$ cat src/rtl/rr_burst_arbiter.sv
// Four-way round-robin arbiter that locks onto one requester for up to BURST
// beats and forwards the data through a single registered output slot.
module rr_burst_arbiter #(
  parameter int WIDTH = 32,
  parameter int BURST = 4
) (
  input  logic             clock,
  input  logic             reset,
  input  logic [WIDTH-1:0] io_din_0,
  input  logic [WIDTH-1:0] io_din_1,
  input  logic [WIDTH-1:0] io_din_2,
  input  logic [WIDTH-1:0] io_din_3,
  input  logic             io_din_v_0,
  input  logic             io_din_v_1,
  input  logic             io_din_v_2,
  input  logic             io_din_v_3,
  output logic             io_din_r_0,
  output logic             io_din_r_1,
  output logic             io_din_r_2,
  output logic             io_din_r_3,
  output logic [WIDTH-1:0] io_dout,
  output logic             io_dout_v,
  input  logic             io_dout_r,
  output logic [1:0]       io_grant,
  output logic             io_busy
);

  localparam int CW = $clog2(BURST + 1);

  typedef enum logic {
    IDLE = 1'b0,
    LOCK = 1'b1
  } state_t;

  state_t           state_q, state_d;
  logic [1:0]       last_grant_q, last_grant_d;
  logic [1:0]       grant_q, grant_d;
  logic [CW-1:0]    cnt_q, cnt_d;
  logic [WIDTH-1:0] dout_q, dout_d;
  logic             dout_v_q, dout_v_d;

  logic [3:0]       din_v;
  logic [WIDTH-1:0] din_arr [4];
  logic             slot_free;
  logic             accept;
  logic [CW-1:0]    cnt_inc;
  logic             pick_valid;
  logic [1:0]       pick_idx;
  logic [3:0]       ready_vec;

  assign din_v      = {io_din_v_3, io_din_v_2, io_din_v_1, io_din_v_0};
  assign din_arr[0] = io_din_0;
  assign din_arr[1] = io_din_1;
  assign din_arr[2] = io_din_2;
  assign din_arr[3] = io_din_3;

  // The output slot can take a new word when empty or being drained this edge
  assign slot_free = ~dout_v_q | io_dout_r;
  assign accept    = (state_q == LOCK) & din_v[grant_q] & slot_free;
  assign cnt_inc   = cnt_q + CW'(1);

  // Round-robin search starting one past the last granted channel, with wrap
  always_comb begin
    pick_valid = 1'b0;
    pick_idx   = last_grant_q + 2'd1;
    for (int k = 1; k <= 4; k++) begin
      if (!pick_valid && din_v[last_grant_q + 2'(k)]) begin
        pick_valid = 1'b1;
        pick_idx   = last_grant_q + 2'(k);
      end
    end
  end

  // Only the locked channel sees ready, and only while the slot can accept
  always_comb begin
    ready_vec = 4'b0000;
    if (state_q == LOCK && slot_free) begin
      ready_vec[grant_q] = 1'b1;
    end
  end

  assign io_din_r_0 = ready_vec[0];
  assign io_din_r_1 = ready_vec[1];
  assign io_din_r_2 = ready_vec[2];
  assign io_din_r_3 = ready_vec[3];

  // Next-state logic for the grant FSM, beat counter and output slot
  always_comb begin
    state_d      = state_q;
    last_grant_d = last_grant_q;
    grant_d      = grant_q;
    cnt_d        = cnt_q;
    dout_d       = dout_q;
    dout_v_d     = dout_v_q;

    unique case (state_q)
      IDLE: begin
        if (pick_valid) begin
          grant_d = pick_idx;
          cnt_d   = '0;
          state_d = LOCK;
        end
      end
      LOCK: begin
        if (!din_v[grant_q]) begin
          state_d      = IDLE;
          last_grant_d = grant_q;
        end else if (accept) begin
          cnt_d = cnt_inc;
          if (cnt_inc == CW'(BURST)) begin
            state_d      = IDLE;
            last_grant_d = grant_q;
          end
        end
      end
      default: begin
        state_d = IDLE;
      end
    endcase

    if (accept) begin
      dout_d   = din_arr[grant_q];
      dout_v_d = 1'b1;
    end else if (dout_v_q && io_dout_r) begin
      dout_v_d = 1'b0;
    end
  end

  // State registers with synchronous reset that discards any held word
  always_ff @(posedge clock) begin
    if (reset) begin
      state_q      <= IDLE;
      last_grant_q <= 2'd3;
      grant_q      <= 2'd0;
      cnt_q        <= '0;
      dout_q       <= '0;
      dout_v_q     <= 1'b0;
    end else begin
      state_q      <= state_d;
      last_grant_q <= last_grant_d;
      grant_q      <= grant_d;
      cnt_q        <= cnt_d;
      dout_q       <= dout_d;
      dout_v_q     <= dout_v_d;
    end
  end

  assign io_dout   = dout_q;
  assign io_dout_v = dout_v_q;
  assign io_grant  = grant_q;
  assign io_busy   = (state_q == LOCK);

endmodule
$ cat config.mk
export PLATFORM = sky130hd
export DESIGN_NAME = rr_burst_arbiter
export DESIGN_NICKNAME = d
export VERILOG_FILES = /design/src/rtl/rr_burst_arbiter.sv
export SDC_FILE = /design/constraint.sdc
export NUM_CORES = 1
export LEC_CHECK = 0
export ABC_AREA = 1
export BUFFER_PORTS_ARGS = -buffer_cell sky130_fd_sc_hd__buf_2
export CORE_MARGIN = 3
export CORE_UTILIZATION = 29
export DETAILED_ROUTE_END_ITERATION = 8
export HOLD_SLACK_MARGIN = 0.08
export SETUP_SLACK_MARGIN = 0.2
export SYNTH_ARGS = -nofsm -noshare
export SYNTH_HDL_FRONTEND = slang
export SYNTH_SLANG_ARGS = --single-unit
export TNS_END_PERCENT = 20
$ cat constraint.sdc
create_clock -name clock -period 1.9 [get_ports clock]
set_clock_uncertainty 0.1 [all_clocks]
set_input_delay 0.19 -clock clock [delete_from_list [all_inputs] [get_ports clock]]
set_output_delay 0.19 -clock clock [all_outputs]
set_load 0.01 [all_outputs]
# Word level (Yosys, flattened, before mapping)
# Cells that the tools add are included.
# word_totals
latch_bits,0
wordCells,79
reg_bits,41
rom_bits,0
memories,0
in_bits,135
ram_bits,0
# op_classes
mux,37
multipliers,0
reduce_logical,13
div_mod_pow,0
order_cmp,7
bitwise,6
addsub,4
shift,0
eq_ne,6
# op_table
op,n
32-bit binary-select mux with 2-bit select,1
32-bit two-way mux,2
1-bit two-way mux,16
2-bit by 3-bit less-than comparator with 1-bit output (second input constant),5
2-bit two-way mux,6
1-bit binary-select mux with 2-bit select,5
3-bit two-way mux,3
1-bit logical AND,6
2-bit by 1-bit != test with 1-bit output (second input constant),3
3-bit case mux with 2 select lines,1
3-bit AND reduction,2
2-bit adder (second input constant),2
4-bit two-way mux,1
2-bit != test (second input constant),2
3-bit by 1-bit adder with 3-bit output (second input constant),1
3-bit equality test (second input constant),1
3-bit >= comparator (second input constant),1
1-bit logical NOT,3
2-bit NOT with 3-bit output,1
2-bit by 1-bit adder with 2-bit output (second input constant),1
1-bit AND,2
1-bit demux with 2-bit select,1
2-bit by 1-bit >= comparator with 1-bit output (second input constant),1
1-bit NOT,2
other kinds (4),4

# Logic depth before layout (Yosys ltp)
# Gate-level depths: netlist of run 1.
# logic_depth
ltp_word,15
mapped_depth,13
mapped_depth_nobuf,12

# Worst setup path after synthesis of run 1
# Ideal clock, no wire load.
# synth_timing
path_kind,register to register
from,register grant_q[1] (netlist: io_grant[1])
to,register dout_q[0] (netlist: io_dout[0])
path_stages_with_launch,10
arrival_time_ps,1330
n_path_buf,2
required_time_ps,1676
path_slack_ps,346
setup_ps,124
cell_sequence,dfxtp_1 > inv_2 > nor2_4 > nand2_1 > o2111ai_2 > nand2_2 > inv_2 > buf_6 > buf_6 > a21oi_1
# synth_via
elab_chain_len,4
# synth_rtl
item,line_no,text
start: declaration,37,"logic [1:0] grant_q, grant_d;"
start signal: assignment,141,grant_q <= grant_d;
1-bit binary-select mux with 2-bit select or 2-bit NOT with 3-bit output (tied branches),"59, 122",
1-bit two-way mux (not written as such) or 32-bit binary-select mux with 2-bit select (tied branches),"59, 122",
1-bit AND or 32-bit two-way mux (tied branches) (2 in series),"59, 122",
end signal: assignment,143,dout_q <= dout_d;
end: declaration,39,"logic [WIDTH-1:0] dout_q, dout_d;"
# Parallel ways exist; a longest one is shown, timed or not. The select of a mux whose other input is x is not followed.
# A chain may end at the register's enable or synchronous reset.

# Worst setup path in the final report of run 1
# layout_timing
from,register state_q (netlist: io_busy)
to,output port io_din_r_0
# layout_via
elab_chain_len,2
# layout_rtl
item,line_no,text
start: declaration,35,"state_t state_q, state_d;"
start signal: assignment,139,state_q <= state_d;
1-bit logical AND,77,if (state_q == LOCK && slot_free) begin
4-bit two-way mux,77,
end: declaration,17,"output logic io_din_r_0,"
# Every way passes these cells.

==> metrics, run 1 <==
PortBufs 174; required time at the worst-slack endpoint 1.61 ns; CTS clk-pin slew, worst paths 0.09 ns; pwr/cell area 1350 nW/µm²; Mean Syn Cell Area 6.65 µm²; total global-route track usage a little under a fifth; Seq/Total Area, Yosys around 32%; Die Wd between 90 and 100 µm; count leader, synth nand2_1; power share of the sequential group 26.9%; share of async-settable or async-resettable flops after synthesis 0%; R2R Setup Slk 0.35 ns; max_cap viols 0; VDD IR max around 0.5 mV; num ports 175; sw frac 45.3%; post-route minimum period 1.60 ns; antenna viol nets, final 0; Iteration-0 DRC Markers 112; Mapped Area 2530 µm²; crit end category output pin; Synth Flop Type dfxtp_1; Max Slew Vio Count 0; TritonCTS clock tree built; Max Fclk ~630 MHz; Final nets 691; final setup fails 0; worst min path class input pin to register; row count 33; # diodes 0; fillcell total around 860; Worst-Margin Slew around 0.39 ns; RSZ-0062 raised after global routing yes; Initial Util 30.3%; Root Buffer clkbuf_8; static leakage 0.00201 µW; wire length per cell approximately 14 µm; clock sinks 41; GPL Wtd Cong 0.877; syn nets approximately 520; Commonest cells post-synth nand2_1, nand3_1, dfxtp_1; Skew-Pair Late Insertion Delay 0.29 ns; leading area contributor after synthesis dfxtp_1; combinational power share roughly 59%; Routed Wire Length 9430 µm; critical path data arrival time 1.31 ns; flops & latches, synth 41; Synth top area share 32.5%; total grt overflow 0; Area after DPL 3510 µm²; chip height ~100 µm; cells after synthesis 380; Clock Power Share 14.5%; initial antenna violation count 0; core area 8340 µm²; status complete, no violations; vias per cell 5.06; Crit Path Class register to output pin; Num CTS Buffers 5; Relative slew margins 74.1%; P&R area growth vs syn 48.2%; post-DP HPWL 7170 µm; crit path launch type register; vias in the first global route around 3200; DIE AREA 9880 µm²; H-Tree Level Count 2; largest fanout on the critical path 5; synth warn 0; largest net degree at the start of global routing 41; Longest Clk Path Bufs 2; final instance area roughly 3700 µm²; TNS Setup 0 ns; drt first pass iters 4; ranking of synthesized cells by area dfxtp_1, nand2_1, a221oi_1; DR vias roughly 3300; Yosys cell types 23; first-pass GRT wire length 14900 µm; sw power 2300 µW; period utilisation layout 84.1%; Hold Vio Cnt, Final 0; Post-synth EDFFs 0; DRC 0; layout cells sized above 1 between 40% and 50%; internal power around 2800 µW
-- layer usage --
metal	vias to the layer above	track usage, %	wire length, µm
li1	1685	-	-
met1	1478	22.0	3850
met2	161	32.5	4570
met3	14	4.84	867
met4	0	4.62	138
met5	-	0	0
-- kinds of logic after synthesis --
family	count (synthesis)	synth area share, %
and+or+nand+nor	179	30.0
adders and majority gates	2	0.989
xor gates and xnor gates	1	0.346
AOI/OAI and AO/OA	110	27.1
DFF	41	32.5
buffers and inverters	47	9.05
-- sequential cells by signal (all words and copies together) (netlist names) --
signal,count
io_dout,32
cnt_q,3
io_grant,2
last_grant_q,2
io_busy,1
io_dout_v,1
-- final timing paths --
| path | startpoint | endpoint | depth (start not counted) |
|---|---|---|---|
| hold reg to reg | io_dout_v$_SDFFE_PP0P_ | io_dout_v$_SDFFE_PP0P_ | 2 |
| setup / recovery | io_busy$_SDFF_PP0_ | io_din_r_0 | 5 |
| hold / removal | io_dout_r | io_dout_v$_SDFFE_PP0P_ | 4 |
| setup reg to reg | last_grant_q[1]$_SDFFE_PP1P_ | io_grant[1]$_SDFFE_PP0P_ | 11 |
-- cell usage in the layout, fill, tap and decap left out, types with 3 or more instances in the layout --
cell and count:
dfxtp_4 4, buf_2 174, nor2_1 6, inv_2 3, nand2_2 3, nand2_1 114, inv_1 14, nand3_1 47
a221oi_1 32, clkbuf_8 6, nor2_4 4, a21oi_1 36, buf_4 16, o21ai_1 10, o21ai_0 27, dfxtp_1 36
-- metrics by stage --
step / power [µW] / setup WS [ns] / instances / util, % / hold slack, ns
2_1_floorplan: 3260 / 0.346 / 380 / - / 0.159
3_3_place_gp: 4140 / 0.208 / 647 / 42.1 / 0.325
3_5_place_dp: 4190 / 0.147 / 647 / 42.1 / 0.333
4_1_cts: 4950 / 0.184 / 656 / 43.6 / 0.0843
5_1_grt: 5590 / 0.165 / 660 / 44.9 / 0.0992
6_report: 5080 / 0.302 / 660 / 44.9 / 0.0792
-- power groups by stage --
stage | clock network, µW | logic, µW | registers, µW
after global routing | 793 | 3390 | 1410
after detailed placement | 0 | 2830 | 1350
after CTS | 763 | 2850 | 1340
final | 735 | 2980 | 1360
after floorplan | 0 | 1810 | 1450
after global placement | 0 | 2790 | 1350
-- timing repair --
item                       in CTS  in global routing
setup endpoints to repair       6                 42
gates resized for setup         2                 21
cloned                          0                  1
hold buffers                    1                  0
setup buffers                   0                  3
hold endpoints to repair        4                  0
pin swaps                       0                  2
-- area by class of cell --
type	count	area, µm²	share of cell area, %
Tap cell	105	131	3.50
Inverter	20	83.8	2.24
Multi-Input combinational cell	292	1510	40.4
Sequential cell	41	837	22.3
Clock buffer	7	86.3	2.30
Clock inverter	1	30.0	0.801
Timing Repair Buffer	194	1070	28.4
-- critical path: stages, from the launching register on --
cell,delay (ns)
dfxtp_2,0.36
inv_1,0.12
nor2_4,0.15
inv_1,0.09
nor3_1,0.15
buf_2,0.16
No activity file was read; power rests on OpenSTA's default activity.
==> run 2, diff against run 1 <==
- clock period: 1.9 -> 1.4 ns (I/O delays scaled with it)
==> run 2 against run 1 <==
  * The flow now finishes with violations (setup timing)
  * Register-to-register slack worse by 0.53 ns
  * Utilization up 14 points
  * Global-route usage up 4.3 points
  * Via count up 14%
  * Critical path depth up 2
  * Sequential power up 40%
  * Critical path type is now register to register
  * Critical endpoint is now io_dout[26]$_SDFFE_PP0P_
==> metrics, run 2 (synthesis results as in run 1) <==
status finished with violations; failing checks setup timing; PortBufs 174 (unchanged); Area after DPL 3730 µm² (+6.3%); antenna viol nets, final 0 (unchanged); post-route minimum period 1.58 ns; total grt overflow 0 (unchanged); RSZ-0062 raised after global routing yes; post-DP HPWL 7350 µm (+2.4%); worst min path class input pin to register; required time at the worst-slack endpoint 1.53 ns (-0.08 ns); Max Fclk 634 MHz; Routed Wire Length 11600 µm (+23%); Longest Clk Path Bufs 2 (unchanged); vias in the first global route 3911 (+22%); layout cells sized above 1 47.4% (+7.1 points); final setup margin -0.176 ns (-0.478 ns); Max Slew Vio Count 0 (unchanged); drt first pass iters 4 (unchanged); number of flip-flops in the largest register 32 (unchanged); total global-route track usage 22.6% (+4.3 points); initial antenna violation count 0 (unchanged); Root Buffer clkbuf_8; P&R area growth vs syn 93.4%; GPL Wtd Cong 0.819 (-6.6%); TritonCTS clock tree built; critical path data arrival time 1.70 ns (+0.39 ns); wire length per cell 15.4 µm (+7.9%); final instance area 4890 µm² (+30%); Hold Buf Count CTS 63 (+62); Relative slew margins 77.6% (+3.5 points); DR vias 3799 (+14%); first-pass GRT wire length 18200 µm (+22%); pwr/cell area 1670 nW/µm² (+23%); Crit Path Class register to register; vias per cell 5.05 (-0.11%); core area 8340 µm² (unchanged); Iteration-0 DRC Markers 134 (+20%); VDD IR max 0.647 mV (+32%); Num CTS Buffers 5 (unchanged); clock sinks 41 (unchanged); most frequent cells in the layout buf_2, nand2_1, dlygate4sd3_1, nand3_1, buf_4; num ports 175 (unchanged); CTS clk-pin slew, worst paths 0.07 ns (-0.02 ns); final setup fails 45 (+45); max_cap viols 0 (unchanged); H-Tree Level Count 2 (unchanged); DRC 0 (unchanged); row count 33 (unchanged); Initial Util 30.3% (unchanged); DIE AREA 9880 µm² (unchanged); crit end category register; period utilisation layout 113%; commonest non-fill, non-tap cell in the layout buf_2; Skew-Pair Late Insertion Delay 0.30 ns (about the same); Worst-Margin Slew 0.336 ns (-0.0518 ns); largest fanout on the critical path 16 (+11); largest net degree at the start of global routing 31 (-24%); crit path launch type register; # diodes 0 (unchanged); Hold Vio Cnt, Final 0 (unchanged); Final nets 783 (+13%); fin util 58.6% (+14 points); static leakage 0.00251 µW (+25%); Die Wd 99.4 µm (unchanged); chip height 99.4 µm (unchanged)
## run 2: changes by cell type in the layout (fill, tap and decap cells not counted), moves of 3 or more
cell	delta
dlygate4sd3_1	+62
nand2_1	-25
o21ai_0	-24
buf_4	+21
nand2_2	+18
o21ai_1	+13
o21ai_2	+10
nand2_4	+7
buf_6	+6
a21oi_1	-4
a21oi_2	+4
a221oi_1	-4
a221oi_2	+4
inv_1	-3
## run 2: metal layers
metal / track usage, % / share of wire, % / wire (µm)
met2: 41.0 / 49 / 5690
met4: 8.30 / 3.1 / 355
met1: 25.1 / 38 / 4410
met3: 6.31 / 9.8 / 1130
met5: 0 / 0 / 0
## run 2: worst max-delay path: stages, from the launching register on
cell       delay, ns
dfxtp_4         0.43
nand2_4         0.08
o2111ai_4       0.24
nand2_4         0.11
inv_8           0.10
bufbuf_16       0.29
o21ai_1         0.06
a21oi_1         0.11
## run 2: final cells by class
type	instances	area, µm²
fillers	765	3450
repair buffers	286	1990
multi-input cells	292	1730
flip-flops and latches	41	838
well taps	105	131
inverters	20	100
clock buffers	7	96.3
clock inverters	1	5.00
## run 2: final timing paths
path	start	to	slack, ns	depth (start not counted)
hold reg to reg	io_dout_v$_SDFFE_PP0P_	io_dout_v$_SDFFE_PP0P_	0.39	2
setup / recovery	io_grant[0]$_SDFFE_PP0P_	io_dout[26]$_SDFFE_PP0P_	-0.18	7
setup reg to reg	io_grant[0]$_SDFFE_PP0P_	io_dout[26]$_SDFFE_PP0P_	-0.18	7
hold / removal	io_dout_r	io_dout_v$_SDFFE_PP0P_	0.03	4
## run 2: through the flow
step | setup WS [ns] | power, µW | cells | hold WS (ns) | setup TNS [ns]
floorplan | -0.0461 | 4530 | 380 | 0.0994 | -1.27
global placement | -0.193 | 6020 | 668 | 0.299 | -3.86
detailed placement | -0.255 | 6100 | 668 | 0.296 | -5.35
CTS | -0.213 | 7730 | 749 | 0.0341 | -5.27
global route | -0.279 | 8810 | 752 | 0.0472 | -8.85
finish | -0.176 | 8150 | 752 | 0.0347 | -4.34
## run 2: power breakdown
part / internal (µW) / switching [µW] / total (µW)
combinational: 2440 / 2940 / 5390
sequential: 1590 / 317 / 1910
clock: 446 / 414 / 860
## run 2: what timing repair did
action | 4_1_cts | 5_1_grt
pin swaps | 17 | 13
buffers inserted | 8 | 2
gates cloned | 2 | 1
endpoints found under the hold margin | 36 | 1
gates resized for setup | 56 | 48
endpoints found under the setup margin | 47 | 47
